### config.mk
export PLATFORM = sky130hd
export DESIGN_NAME = ssp_overlay_mixer
export DESIGN_NICKNAME = d
export VERILOG_FILES = /design/src/rtl/ssp_overlay_mixer.sv
export SDC_FILE = /design/constraint.sdc
export NUM_CORES = 1
export LEC_CHECK = 0
export ABC_AREA = 1
export BUFFER_PORTS_ARGS = -buffer_cell sky130_fd_sc_hd__buf_2
export CORE_MARGIN = 1
export CORE_UTILIZATION = 45
export DETAILED_ROUTE_END_ITERATION = 8
export PLACE_DENSITY = 0.76
export SLEW_MARGIN = 20
export SYNTH_ARGS = -nofsm -noshare
export SYNTH_HDL_FRONTEND = slang
export SYNTH_SLANG_ARGS = --single-unit
### constraint.sdc
create_clock -name clk_logic_i -period 2.4 [get_ports clk_logic_i]
set_clock_uncertainty 0.05 [all_clocks]
set_input_delay 0.36 -clock clk_logic_i [delete_from_list [all_inputs] [get_ports clk_logic_i]]
set_output_delay 0.36 -clock clk_logic_i [all_outputs]
set_load 0.02 [all_outputs]
### src/rtl/ssp_overlay_mixer.sv
// rtl/ssp_overlay_mixer.sv - overlay/Apple pixel mixer with keying, alpha fade and soft-switch registers
//
// Purpose: merges an OVL_W-bit overlay pixel stream onto the VID_W-bit Apple
// pixel stream through a two-stage pix_en_i-qualified pipeline. A small slot
// I/O register bank holds the display switches, key mode and fade settings.
// Optional feature macro: SSP_OVERLAY_FADE_EN (alpha blending + fade FSM).
//
// Ports:
//   clk_logic_i, reset_i           clock, synchronous active-high reset
//   wr_stb_i, rd_stb_i, addr_i,
//   data_i, data_o, rd_en_o        slot register bus
//   frame_start_i                  first-pixel-of-frame pulse (fade timing)
//   pix_en_i, apple_*_i, ovl_*_i,
//   ovl_transparent_i              pixel inputs
//   mix_*_o, mix_valid_o           mixed pixel output (2-clock latency)
//   overlay_on_o                   current overlay switch
module ssp_overlay_mixer #(
    parameter int   OVL_W         = 4,
    parameter int   VID_W         = 8,
    parameter logic FORCE_OVERLAY = 1'b0
) (
    input  logic             clk_logic_i,
    input  logic             reset_i,
    input  logic             wr_stb_i,
    input  logic             rd_stb_i,
    input  logic [3:0]       addr_i,
    input  logic [7:0]       data_i,
    output logic [7:0]       data_o,
    output logic             rd_en_o,
    input  logic             frame_start_i,
    input  logic             pix_en_i,
    input  logic [VID_W-1:0] apple_r_i,
    input  logic [VID_W-1:0] apple_g_i,
    input  logic [VID_W-1:0] apple_b_i,
    input  logic [OVL_W-1:0] ovl_r_i,
    input  logic [OVL_W-1:0] ovl_g_i,
    input  logic [OVL_W-1:0] ovl_b_i,
    input  logic             ovl_transparent_i,
    output logic [VID_W-1:0] mix_r_o,
    output logic [VID_W-1:0] mix_g_o,
    output logic [VID_W-1:0] mix_b_o,
    output logic             mix_valid_o,
    output logic             overlay_on_o
);
    localparam int BW = VID_W + 5;

    logic       apple_sw_q, apple_sw_d;
    logic       ovl_sw_q, ovl_sw_d;
    logic [1:0] key_mode_q, key_mode_d;
    logic [4:0] alpha_cur;
    logic [3:0] fade_rate;
    logic       fading;

    // Bit replication: the overlay MSBs repeat down into the low bits.
    function automatic logic [VID_W-1:0] expand(input logic [OVL_W-1:0] c);
        logic [VID_W-1:0] r;
        for (int i = 0; i < VID_W; i++) begin
            r[VID_W-1-i] = c[OVL_W-1-(i % OVL_W)];
        end
        return r;
    endfunction

    function automatic logic [VID_W-1:0] blend(input logic [VID_W-1:0] o,
                                               input logic [VID_W-1:0] b,
                                               input logic [4:0]       a);
`ifdef SSP_OVERLAY_FADE_EN
        logic [BW-1:0] acc;
        acc = BW'(o) * BW'(a) + BW'(b) * BW'(5'd16 - a);
        return acc[VID_W+3:4];
`else
        // alpha is only ever 0 or 16 here
        return a[4] ? o : b;
`endif
    endfunction

    // Switch and key-mode register writes
    always_comb begin
        apple_sw_d = apple_sw_q;
        ovl_sw_d   = ovl_sw_q;
        key_mode_d = key_mode_q;
        if (wr_stb_i) begin
            case (addr_i)
                4'h3: apple_sw_d = 1'b0;
                4'h4: apple_sw_d = 1'b1;
                4'h5: ovl_sw_d   = FORCE_OVERLAY;
                4'h6: ovl_sw_d   = 1'b1;
                4'h8: key_mode_d = data_i[1:0];
                default: ;
            endcase
        end
    end

`ifdef SSP_OVERLAY_FADE_EN
    typedef enum logic {IDLE, STEP} fade_state_t;
    fade_state_t state_q, state_d;
    logic [4:0]  alpha_tgt_q, alpha_tgt_d;
    logic [4:0]  alpha_cur_q, alpha_cur_d;
    logic [3:0]  fade_rate_q, fade_rate_d;
    logic [3:0]  frame_cnt_q, frame_cnt_d;
    logic        unused_data;

    assign unused_data = ^data_i[7:5];

    always_comb begin
        alpha_tgt_d = alpha_tgt_q;
        fade_rate_d = fade_rate_q;
        if (wr_stb_i && addr_i == 4'h9) begin
            alpha_tgt_d = (data_i[4:0] > 5'd16) ? 5'd16 : data_i[4:0];
        end
        if (wr_stb_i && addr_i == 4'hA) begin
            fade_rate_d = data_i[3:0];
        end
    end

    // Fade FSM compares against alpha_tgt_d so a same-cycle target write wins.
    always_comb begin
        state_d     = state_q;
        frame_cnt_d = frame_cnt_q;
        alpha_cur_d = alpha_cur_q;
        if (frame_start_i) begin
            case (state_q)
                IDLE: begin
                    if (alpha_cur_q != alpha_tgt_d) begin
                        frame_cnt_d = fade_rate_q;
                        state_d     = STEP;
                    end
                end
                STEP: begin
                    if (frame_cnt_q != 4'd0) begin
                        frame_cnt_d = frame_cnt_q - 4'd1;
                    end else if (fade_rate_q == 4'd0) begin
                        alpha_cur_d = alpha_tgt_d;
                    end else begin
                        if (alpha_cur_q < alpha_tgt_d) begin
                            alpha_cur_d = alpha_cur_q + 5'd1;
                        end else if (alpha_cur_q > alpha_tgt_d) begin
                            alpha_cur_d = alpha_cur_q - 5'd1;
                        end
                        frame_cnt_d = fade_rate_q;
                    end
                end
                default: state_d = IDLE;
            endcase
        end
        if (state_q == STEP && alpha_cur_d == alpha_tgt_d) begin
            state_d = IDLE;
        end
    end

    always_ff @(posedge clk_logic_i) begin
        if (reset_i) begin
            state_q     <= IDLE;
            alpha_tgt_q <= 5'd16;
            alpha_cur_q <= 5'd16;
            fade_rate_q <= 4'd0;
            frame_cnt_q <= 4'd0;
        end else begin
            state_q     <= state_d;
            alpha_tgt_q <= alpha_tgt_d;
            alpha_cur_q <= alpha_cur_d;
            fade_rate_q <= fade_rate_d;
            frame_cnt_q <= frame_cnt_d;
        end
    end

    assign alpha_cur = alpha_cur_q;
    assign fade_rate = fade_rate_q;
    assign fading    = (state_q == STEP);
`else
    logic unused_data;

    assign unused_data = ^{data_i[7:2], frame_start_i};
    assign alpha_cur   = 5'd16;
    assign fade_rate   = 4'd0;
    assign fading      = 1'b0;
`endif

    // Register reads
    logic [7:0] rd_data;
    always_comb begin
        rd_data = 8'h00;
        rd_en_o = 1'b0;
        if (rd_stb_i) begin
            rd_en_o = 1'b1;
            case (addr_i)
                4'h8: rd_data = {6'b0, key_mode_q};
                4'h9: rd_data = {3'b0, alpha_cur};
                4'hA: rd_data = {4'b0, fade_rate};
                4'hB: rd_data = {fading, ovl_sw_q, apple_sw_q, key_mode_q, 3'b0};
                default: rd_en_o = 1'b0;
            endcase
        end
    end
    assign data_o       = rd_en_o ? rd_data : 8'h00;
    assign overlay_on_o = ovl_sw_q;

    // Stage 1: keying and base/overlay selection with current switches
    logic [2:0][VID_W-1:0] s1_base_q, s1_base_d, s1_ovl_q, s1_ovl_d;
    logic [4:0]            s1_alpha_q, s1_alpha_d;
    logic                  s1_valid_q, s1_valid_d;
    logic                  keyed;

    always_comb begin
        s1_base_d  = s1_base_q;
        s1_ovl_d   = s1_ovl_q;
        s1_alpha_d = s1_alpha_q;
        s1_valid_d = pix_en_i;
        case (key_mode_q)
            2'd0:    keyed = (|ovl_r_i) | (|ovl_g_i) | (|ovl_b_i);
            2'd1:    keyed = ~ovl_transparent_i;
            default: keyed = 1'b1;
        endcase
        if (pix_en_i) begin
            s1_ovl_d = {expand(ovl_r_i), expand(ovl_g_i), expand(ovl_b_i)};
            if (apple_sw_q && key_mode_q != 2'd3) begin
                s1_base_d = {apple_r_i, apple_g_i, apple_b_i};
            end else begin
                s1_base_d = '0;
            end
            s1_alpha_d = (ovl_sw_q && keyed) ? alpha_cur : 5'd0;
        end
    end

    // Stage 2: blend
    logic [2:0][VID_W-1:0] mix_q, mix_d;
    logic                  mix_valid_q, mix_valid_d;

    always_comb begin
        mix_d       = mix_q;
        mix_valid_d = s1_valid_q;
        if (s1_valid_q) begin
            for (int c = 0; c < 3; c++) begin
                mix_d[c] = blend(s1_ovl_q[c], s1_base_q[c], s1_alpha_q);
            end
        end
    end

    always_ff @(posedge clk_logic_i) begin
        if (reset_i) begin
            apple_sw_q  <= 1'b1;
            ovl_sw_q    <= FORCE_OVERLAY;
            key_mode_q  <= 2'd0;
            s1_base_q   <= '0;
            s1_ovl_q    <= '0;
            s1_alpha_q  <= 5'd0;
            s1_valid_q  <= 1'b0;
            mix_q       <= '0;
            mix_valid_q <= 1'b0;
        end else begin
            apple_sw_q  <= apple_sw_d;
            ovl_sw_q    <= ovl_sw_d;
            key_mode_q  <= key_mode_d;
            s1_base_q   <= s1_base_d;
            s1_ovl_q    <= s1_ovl_d;
            s1_alpha_q  <= s1_alpha_d;
            s1_valid_q  <= s1_valid_d;
            mix_q       <= mix_d;
            mix_valid_q <= mix_valid_d;
        end
    end

    assign mix_r_o     = mix_q[2];
    assign mix_g_o     = mix_q[1];
    assign mix_b_o     = mix_q[0];
    assign mix_valid_o = mix_valid_q;
endmodule

Word-level counts from Yosys, hierarchy flattened
Index checks and enable logic that the tools add are counted.

Equal/unequal tests: 10. Multiplexer cells: 13. Bitwise operators: 3. Reductions and logical operators: 12.

Operator list (number): 8-bit 2-to-1 mux (4); 24-bit 2-to-1 mux (1); 7-bit one-hot mux with 3 select lines (1); 4-bit == test (second input constant) (4); 4-bit OR reduction (4); 4-bit by 3-bit == test with 1-bit output (second input constant) (3); 7-bit 2-to-1 mux (1); 1-bit one-hot mux with 2 select lines (3); 2-bit AND reduction (3); 5-bit 2-to-1 mux (1); 4-bit by 2-bit == test with 1-bit output (second input constant) (1); 2-bit nonzero test (2); 2-bit by 1-bit == test with 1-bit output (second input constant) (1); 1-bit logical AND (2); 2-bit zero test (1); 1-bit 2-to-1 mux (2); 2-bit inequality test (second input constant) (1); 1-bit OR (2); 1-bit inverter (1).

Register bits after elaboration: 83. Input port bits: 55. Logic and storage cells: 53.

Longest topological paths before layout
Gate-level depths: netlist of the first run.

Depth after elaboration: 6. Depth in mapped cells: 8. Gate-level depth less buffers: 8.

Least setup slack after synthesis of the first run
Ideal clock, no wire load.

Kind: input to output. Start: in addr_i[3]. End: out data_o[5]. Arrival: 1338 ps. Data required time: 1990 ps. Slack: 652 ps. Stages on the path: 5. Cells stage by stage: inv_1 -> or2_4 -> nor2_4 -> inv_2 -> nor3_1.

Longest elaborated chain between the ends: 5. Elaborated cells between the ends (all ways): 10.

Ends and longest elaborated chain: start, declared (line 26) `input logic [3:0] addr_i,`; 4-bit == test (line 185) `case (addr_i)`; 4-bit OR reduction (no source line) *; 1-bit 2-to-1 mux * (line 185); 1-bit 2-to-1 mux * (line 183) `if (rd_stb_i) begin`; via rd_en_o (line 29) `output logic rd_en_o,`; 8-bit 2-to-1 mux * (line 194) `assign data_o = rd_en_o ? rd_data : 8'h00;`; end, declared (line 28) `output logic [7:0] data_o,`.

The timed path passes the listed nets; every way through them passes the cells marked *.

Final worst setup path of the first run
Start: reg s1_alpha_q[4]. End: reg mix_q, in the netlist mix_g_o[7].

Longest elaborated chain between the ends: 1.

Ends and longest elaborated chain: start, declared (line 199) `logic [4:0] s1_alpha_q, s1_alpha_d;`; start signal, assigned (line 255) `s1_alpha_q <= s1_alpha_d;`; 8-bit 2-to-1 mux (line 72) `return a[4] ? o : b;`; end signal, assigned (line 257) `mix_q <= mix_d;`; end, declared (line 225) `logic [2:0][VID_W-1:0] mix_q, mix_d;`.

Every way passes these cells. A chain may end at the register's enable or synchronous reset.

==> results of run 1 <==
[worst max-delay path by stage]
stage	start	endpoint	slack (ns)
floorplan	addr_i[3]	data_o[5]	0.65
detailed placement	addr_i[2]	data_o[3]	0.75
CTS	key_mode_q[1]$_SDFFE_PP0P_	data_o[1]	0.74
finish	s1_alpha_q[4]$_SDFFE_PP0P_	mix_g_o[7]$_SDFFE_PP0P_	0.73
global placement	addr_i[2]	data_o[3]	0.76
global route	s1_alpha_q[4]$_SDFFE_PP0P_	mix_r_o[3]$_SDFFE_PP0P_	0.56
[metrics by stage]
stage               worst slack [ns]  utilization
finish                         0.733        0.586
global route                   0.565        0.586
CTS                            0.735        0.586
detailed placement             0.749        0.552
global placement               0.759        0.552
floorplan                      0.652            -
[flip-flops by register name (all words and copies together), names as in the netlist]
name	cells
key_mode_q	2
s1_ovl_q	12
mix_b_o	8
mix_r_o	8
mix_valid_d	1
apple_sw_q	1
s1_alpha_q	1
mix_valid_o	1
mix_g_o	8
overlay_on_o	1
s1_base_q	24
[area by class of cell]
type	count	area (um2)	area share
sequential	67	1340	0.403
inverter	27	101	0.0305
tap	72	90.1	0.0271
clock inverter	2	35.0	0.0105
timing repair buffer	84	443	0.133
multi-input combinational	242	1160	0.348
clock buffer	13	159	0.0478
[placed cells by master, fill, tap and decap left out, types with 3 or more instances in the layout]
master,count
a21oi_1,77
inv_1,26
nor2_1,37
o21ai_0,61
buf_2,80
nor3_1,3
clkbuf_8,11
buf_4,3
dfxtp_1,67
nand2_1,47
[kinds of logic after synthesis]
kind of cell    count (synthesis)
compound gates                142
simple gates                   98
flops                          67
buf+inv                        53
other cells                     1
[power by group through the flow]
stage,combinational (mW),sequential (mW),clock (mW)
global route,0.312,1.23,0.997
floorplan,0.150,1.27,0
detailed placement,0.278,1.24,0
CTS,0.279,1.22,0.946
finish,0.278,1.22,0.930
global placement,0.271,1.24,0
[critical path, stage by stage, from the launching register on]
cell     delay, ns
dfxtp_1       0.60
inv_1         0.49
a21oi_1       0.30
a21oi_1       0.09
[metal layers]
| metal | wire (um) | track usage |
|---|---|---|
| met3 | 354 | 0.0606 |
| met4 | 68 | 0.0750 |
| met1 | 3100 | 0.273 |
| met2 | 3080 | 0.349 |
| met5 | 0 | 0 |
[synthesized netlist by cell type (3+ instances only)]
library cell   n
nand2_1       47
nor2_1        37
buf_4          5
buf_2         10
o21ai_0       61
clkbuf_1      10
nor3_1         3
a21oi_1       77
inv_1         26
dfxtp_1       67
==> run metrics, run 1 <==
initial antenna violation count=0; largest net degree at the start of global routing=49; total track usage=0.215; worst reg2reg path startpoint=s1_alpha_q[4]$_SDFFE_PP0P_; die footprint=6370 um2; Final Max Tran Viols=0; Yosys reg bits=67; clk sink count=67; Clock Tree Buf Depth=2; Area Growth Syn to Fin=22.0%; largest cells by area after synthesis=dfxtp_1 49%, a21oi_1 14%, o21ai_0 11%, nand2_1 6.5%, nor2_1 5.1%; sequential-to-total area share from yosys stat=0.492; Slew headroom=0.474; Flop pwr share=0.503; Post-Route Setup TNS=0 ns; Die Y=around 80 um; Final Total Pwr=2.43 mW; min Tclk post-route=~1.7 ns; Main synth FF type=dfxtp_1; post-DR vias/cell=~5.1; postcts setup bufs=0; synthesized cell area=2730 um2; CTS tree=done; setup repair after global routing missed its margin=no; Synth Area in XOR/XNOR=0; final setup vio count=0; mean post-synth cell area=~7.5 um2; internal reg-to-reg setup slack=approximately 0.73 ns; area share of fa/ha/maj cells after synthesis=0; Resize count post-CTS=0; routed length per instance=between 10 and 15 um; clock share of power=0.383; initial core utilization=0.480; Core ar.=around 5700 um2; share of layout cells above drive strength 1=0.244; Synth Instances=between 300 and 400; Power Density=730 nW/um2; critical path arrival=1.83 ns; antenna diode count=0; initial drt markers=135; largest family of logic cells by synthesized area=compound AO/OA/AOI/OAI gates; status=complete, no violations; Hold Crit Endpoint=s1_ovl_q[14]$_SDFFE_PP0P_; reg2reg end=mix_g_o[7]$_SDFFE_PP0P_; Sw Ratio=0.250; asr flop ratio synth=0; worst skew pair latency=~0.33 ns; dpl hpwl=4520 um; drt drc=0; CTS Buf Count=9; final instance area=3330 um2; clock-pin slew on the worst setup and hold paths=approximately 0.07 ns; Internal Power=around 1.8 mW; Post-DRT Antenna Nets=0; hold crit path type=primary input to flip-flop; VDD IR max=between 0.4 and 0.5 mV; Net Sw Power=between 0.6 and 0.7 mW; worst-path maximum fanout=24; hold_buf cts=0; CTS root buf=clkbuf_8; RePlAce Congestion=0.827; worst setup path class=flip-flop to flip-flop; Hold Worst Slack=about 0.21 ns; Distinct cells, synth=25; vias in the first global route=roughly 2,400; crit path launch type=flip-flop; Final Hold Fails=0; simple-gate share of the synthesized area=0.154; Yosys warnings=0; nets=486; Logic pwr share=0.115; First-pass DRT Iterations=5; grt total ovfl=0; top cell type's share of synthesized area=0.492; die width=approximately 80 um; cell count after placement=492; R2R depth=3; max cap viols=0; fin crit share=0.694; PortBufs=80; endpoint class of the critical path=flip-flop; Post-synth EDFFs=0; multiplexer share of the synthesized area=0; final non-filler cell total=slightly above 500; Row Count=27; fillers=550; H-Tree Level Count=3; Total Wirelength=around 6600 um; post-synth top area cell=dfxtp_1; DP Area=3130 um2; first-pass GRT wire length=roughly 11,000 um; P_leak=1.62 nW; Worst Tran Pin Value=around 0.79 ns; critical hold path startpoint=ovl_g_i[2]; CP Data Required Time=roughly 2.6 ns; Hold Path Cell Cnt=3; Highest Clock Rate=between 0.5 and 0.6 GHz; Vias=~2,600; Synth Area in Compound Gates=0.268; number of I/O pins=90
No activity file was read; power rests on OpenSTA's default activity.
==> run 2: changes to the inputs <==
Settings changed: ABC_AREA 1 to 0.
Clock period 2.4 ns to 1.7 ns, I/O delays scaled along.
==> run 2 against run 1 <==
  * Non-clock buffer count up 6
  * Core utilization is 1.9 points lower
  * Count of clock-buffer cells in the layout increased by 1
==> run metrics, run 2 <==
initial drt markers=138; CP Cell Sequence=buf_2 -> and3b_1 -> and3_2 -> and2_1 -> buf_2; R2R depth=3; Vias=2,357; First-pass DRT Iterations=4; cell count after placement=420; hold crit path type=primary input to flip-flop; mean post-synth cell area=roughly 9.8 um2; largest net degree at the start of global routing=48; hold_buf cts=0; grt total ovfl=0; share of layout cells above drive strength 1=0.299; Biggest register=s1_base_q; Final Total Pwr=around 3.3 mW; reg2reg end=s1_base_q[18]$_SDFFE_PP0P_; CTS tree=done; total track usage=0.212; vias in the first global route=around 2,100; post-DR vias/cell=roughly 5.4; Highest Clock Rate=0.683 GHz; endpoint class of the critical path=output port; top cell type's share of synthesized area=0.491; Core ar.=between 5000 and 6000 um2; Final Hold Fails=0; CP Capture Point=data_o[3]; Worst Path Buf+Inv=2; Post-synth EDFFs=0; dpl hpwl=about 4400 um; Area Growth Syn to Fin=22.3%; Top Family by Delay on Critical Path=simple AND/OR/NAND/NOR gates; max reg flops=24; most common cell after layout, fill and taps aside=buf_2; Worst Setup SP=addr_i[2]; critical path arrival=~1.2 ns; clock-pin slew on the worst setup and hold paths=0.07 ns; crit path launch type=primary input; post-synth top area cell=dfxtp_1; H-Tree Level Count=3; die footprint=between 6000 and 7000 um2; first-pass GRT wire length=between 10,000 and 15,000 um; Row Count=28; synthesized cell area=2730 um2; initial antenna violation count=0; nets=just over 400; Clock Tree Buf Depth=2; max cap viols=0; Total Wirelength=approximately 6400 um; Post-DRT Antenna Nets=0; CP Data Required Time=around 1.4 ns; Post-synth top cells=67 x dfxtp_1, 64 x nor2_1, 36 x mux2i_1; CTS root buf=clkbuf_8; fin crit share=0.861; largest registers=s1_base_q x24, s1_ovl_q x12; Distinct cells, synth=33; largest cells by area after synthesis=dfxtp_1 49%, mux2i_1 13%, nor2_1 8.8%, a32oi_1 7.7%, a211oi_1 6.6%; number of I/O pins=90; P_leak=approximately 1.4 nW; setup repair after global routing missed its margin=no; status=complete, no violations; Post-Route Setup TNS=0 ns; die width=79.9 um; CP most frequent cell=buf_2; clk sink count=between 60 and 70; worst reg2reg path startpoint=apple_sw_q$_SDFFE_PP1P_; Die Y=~80 um; worst setup path class=primary input to output port; RePlAce Congestion=between 0.7 and 0.8; Power Density=between 900 and 1000 nW/um2; Yosys warnings=0; drt drc=0; Slowest cell on crit path=and3b_1; PortBufs=80; Worst path depth=5; VDD IR max=0.398 mV; final non-filler cell total=approximately 440; Critical Path Max Stage Delay=between 0.2 and 0.3 ns; worst-path maximum fanout=6; antenna diode count=0; Final Max Tran Viols=0; asr flop ratio synth=0; initial core utilization=0.464; Main synth FF type=dfxtp_1; Yosys reg bits=between 60 and 70; routed length per instance=~15 um; postcts setup bufs=0; commonest non-fill, non-tap cells in the layout=80 x buf_2, 67 x dfxtp_1, 64 x nor2_1; internal reg-to-reg setup slack=0.40 ns; CTS Buf Count=9; final setup vio count=0; count leader, synth=dfxtp_1; sequential-to-total area share from yosys stat=0.491; Synth Instances=280; Resize count post-CTS=0; min Tclk post-route=around 1.5 ns; worst skew pair latency=about 0.34 ns
==> run 2: cell types whose count changed after synthesis, sizes merged, moves of 4 or more <==
cell,previous run,this run
a21oi,78,4
nor3,4,0
nor2,39,64
o21ai,63,3
nand2,48,3
a211oi,1,24
a32oi,0,24
mux2i,0,36
inv,27,3
==> run 2: cell families (layout without fill, tap and decap cells) <==
| logic type | after synthesis | after routing | synth area share |
|---|---|---|---|
| AOI/OAI and AO/OA | 59 | 59 | 0.168 |
| buffers and inverters | 29 | 109 | 0.0595 |
| muxes | 36 | 36 | 0.132 |
| other | 1 | 2 | 0.00137 |
| and+or+nand+nor | 88 | 88 | 0.148 |
| DFF | 67 | 67 | 0.491 |
==> run 2: report_power, final <==
| group | internal [mW] | total (mW) | switching [mW] |
|---|---|---|---|
| registers | 1.66 | 1.71 | 0.0507 |
| clock network | 0.606 | 1.17 | 0.561 |
| logic | 0.175 | 0.419 | 0.244 |
==> run 2: worst min path at each step <==
stage                                          from                          to  slack (ns)  cells past startpoint
after global placement    s1_base_q[6]$_SDFFE_PP0P_   s1_base_q[6]$_SDFFE_PP0P_        0.41                      2
after global routing                      data_i[0]  key_mode_q[0]$_SDFFE_PP0P_        0.12                      3
after floorplan                             reset_i      mix_valid_d$_SDFF_PP0_        0.28                      1
final                                     data_i[0]  key_mode_q[0]$_SDFFE_PP0P_        0.12                      3
after detailed placement  s1_base_q[6]$_SDFFE_PP0P_   s1_base_q[6]$_SDFFE_PP0P_        0.42                      2
after CTS                                 data_i[0]  key_mode_q[0]$_SDFFE_PP0P_        0.10                      3
==> run 2: cell type report <==
cell class	instances	area [um2]
Fill cell	560	2550
Sequential cell	67	1340
Multi-Input combinational cell	185	1230
Timing Repair Buffer	90	488
Clock buffer	14	163
Tap cell	75	93.8
Inverter	3	11.3
Clock inverter	2	10.0
==> run 2: metal layers <==
layer  up-vias  global-route usage  wire length (um)
li1       1168                   -                 -
met1      1096               0.281              2960
met2        82               0.321              2970
met3        11              0.0514               427
met4         0               0.105                85
met5         -                   0                 0
==> run 2: tightest hold or removal path, stage by stage <==
cell     delay (ns)
buf_2          0.09
nand4_1        0.06
a21oi_1        0.05
==> run 2: through the flow <==
step                       util  cell area, um2  worst slack (ns)  hold WS (ns)
after detailed placement  0.538            3170             0.101         0.418
after floorplan               -            2740             0.331         0.283
after global routing      0.567            3340             0.172         0.123
after global placement    0.538            3170             0.166         0.410
final                     0.567            3340             0.236         0.118
after CTS                 0.567            3340            0.0295         0.104
==> run 3: changes to the inputs <==
Settings changed: ABC_AREA 0 to 1.
==> run 3 against run 2 <==
  * Sequential share of layout area is 0.21 points higher
  * Final area is 0.52% lower
  * First-iteration DRC count is 0.72% higher
  * Critical path type is now flip-flop to output port
  * Core utilization is 1.8 points higher
  * Routed wire length is 1.7% higher
  * Via count is 11% higher
  * Largest power group unchanged
  * Largest cell class unchanged
  * Global-route usage is 0.67 points higher
  * Clock power hardly changed
  * Highest routed layer unchanged
==> run metrics, run 3 (same netlist as run 1, synthesis figures left out) <==
Clock Tree Buf Depth=2; First-pass DRT Iterations=5; Vias=between 2,000 and 3,000; commonest non-fill, non-tap cells in the layout=80 x buf_2, 77 x a21oi_1, 67 x dfxtp_1; nets=490; max cap viols=0; CTS tree=done; largest registers=s1_base_q x24, s1_ovl_q x12; total track usage=0.219; die width=roughly 80 um; Core ar.=~5700 um2; Power Density=just under 1000 nW/um2; area of the multi-input gates=1160 um2; VDD IR max=0.677 mV; initial antenna violation count=0; P_leak=about 1.6 nW; Die Y=around 80 um; Highest Clock Rate=roughly 0.64 GHz; max reg flops=24; grt total ovfl=0; initial core utilization=0.480; drt drc=0; number of I/O pins=90; CTS Buf Count=9; Layout Utilization=0.585; largest net degree at the start of global routing=39; clock share of power=0.358; crit path launch type=flip-flop; Slew headroom=0.477; CP Data Required Time=about 1.4 ns; Sequential cell area=approximately 1300 um2; Total Wirelength=between 6000 and 7000 um; antenna diode count=0; PortBufs=80; worst-path maximum fanout=3; fin crit share=0.920; cell count after placement=roughly 500; Row Count=27; RePlAce Congestion=0.829; worst setup path class=flip-flop to output port; worst skew pair latency=approximately 0.34 ns; Worst Setup SP=key_mode_q[1]$_SDFFE_PP0P_; share of layout cells above drive strength 1=0.250; Flop pwr share=0.522; die footprint=roughly 6400 um2; post-DR vias/cell=between 5 and 6; Final Hold Fails=0; clock-pin slew on the worst setup and hold paths=around 0.070 ns; most common cell after layout, fill and taps aside=buf_2; critical path arrival=1.26 ns; Resize count post-CTS=0; Logic pwr share=0.120; status=complete, no violations; Worst Tran Pin Value=about 0.8 ns; Area Growth Syn to Fin=21.9%; critical hold path startpoint=ovl_g_i[1]; hold crit path type=primary input to flip-flop; worst reg2reg path startpoint=s1_alpha_q[4]$_SDFFE_PP0P_; Internal Power=2.43 mW; routed length per instance=approximately 13 um; Hold Worst Slack=roughly 0.097 ns; Post-DRT Antenna Nets=0; CTS root buf=clkbuf_8; dpl hpwl=around 4400 um; first-pass GRT wire length=~11,000 um; H-Tree Level Count=3; vias in the first global route=approximately 2,300; endpoint class of the critical path=output port; Post-Route Setup TNS=0 ns; postcts setup bufs=0; Sw Ratio=0.262; final setup vio count=0; setup repair after global routing missed its margin=no; hold_buf cts=0; Net Sw Power=0.861 mW; fillers=about 560; Final Max Tran Viols=0; clk sink count=67; min Tclk post-route=between 1.5 and 2 ns; Biggest register=s1_base_q; initial drt markers=139; final non-filler cell total=512
run 3: worst paths after layout:
path	to	slack, ns	cells after the start
worst max-delay path	data_o[1]	0.14	3
worst min-delay path	s1_ovl_q[13]$_SDFFE_PP0P_	0.1	3
worst max register to register	mix_b_o[5]$_SDFFE_PP0P_	0.36	3
worst min register to register	s1_ovl_q[12]$_SDFFE_PP0P_	0.45	2
run 3: stage by stage:
| stage | instance area (um2) | power [mW] | setup WS, ns |
|---|---|---|---|
| 3_5_place_dp | 3150 | 2.15 | 0.257 |
| 2_1_floorplan | 2730 | 2.00 | 0.162 |
| 3_3_place_gp | 3150 | 2.14 | 0.271 |
| 6_report | 3320 | 3.29 | 0.136 |
| 5_1_grt | 3320 | 3.44 | 0.0630 |
| 4_1_cts | 3320 | 3.31 | 0.115 |
run 3: critical path, stage by stage, from the launching register on:
cell     delay, ns
dfxtp_1       0.41
inv_1         0.12
nor3_1        0.20
buf_2         0.19
run 3: cell type report:
cell class,instances,share of cell area
sequential,67,0.404
multi-input combinational,242,0.348
timing repair buffer,88,0.139
clock buffer,14,0.0490
inverter,27,0.0305
tap,72,0.0271
clock inverter,2,0.00301
run 3: power by group through the flow:
stage               Clock (mW)  Sequential (mW)  Combinational (mW)
floorplan                    0             1.79               0.212
global placement             0             1.75               0.387
detailed placement           0             1.75               0.396
CTS                       1.20             1.72               0.398
global route              1.27             1.73               0.444
finish                    1.18             1.72               0.396
run 3: metal layers:
| metal | track usage | wire [um] | part of all wire | vias up |
|---|---|---|---|---|
| met4 | 0.0607 | 64 | 0.0098 | 0 |
| li1 | - | - | - | 1336 |
| met5 | 0 | 0 | 0 | - |
| met3 | 0.0880 | 451 | 0.069 | 8 |
| met1 | 0.281 | 3010 | 0.46 | 1196 |
| met2 | 0.338 | 3040 | 0.46 | 76 |
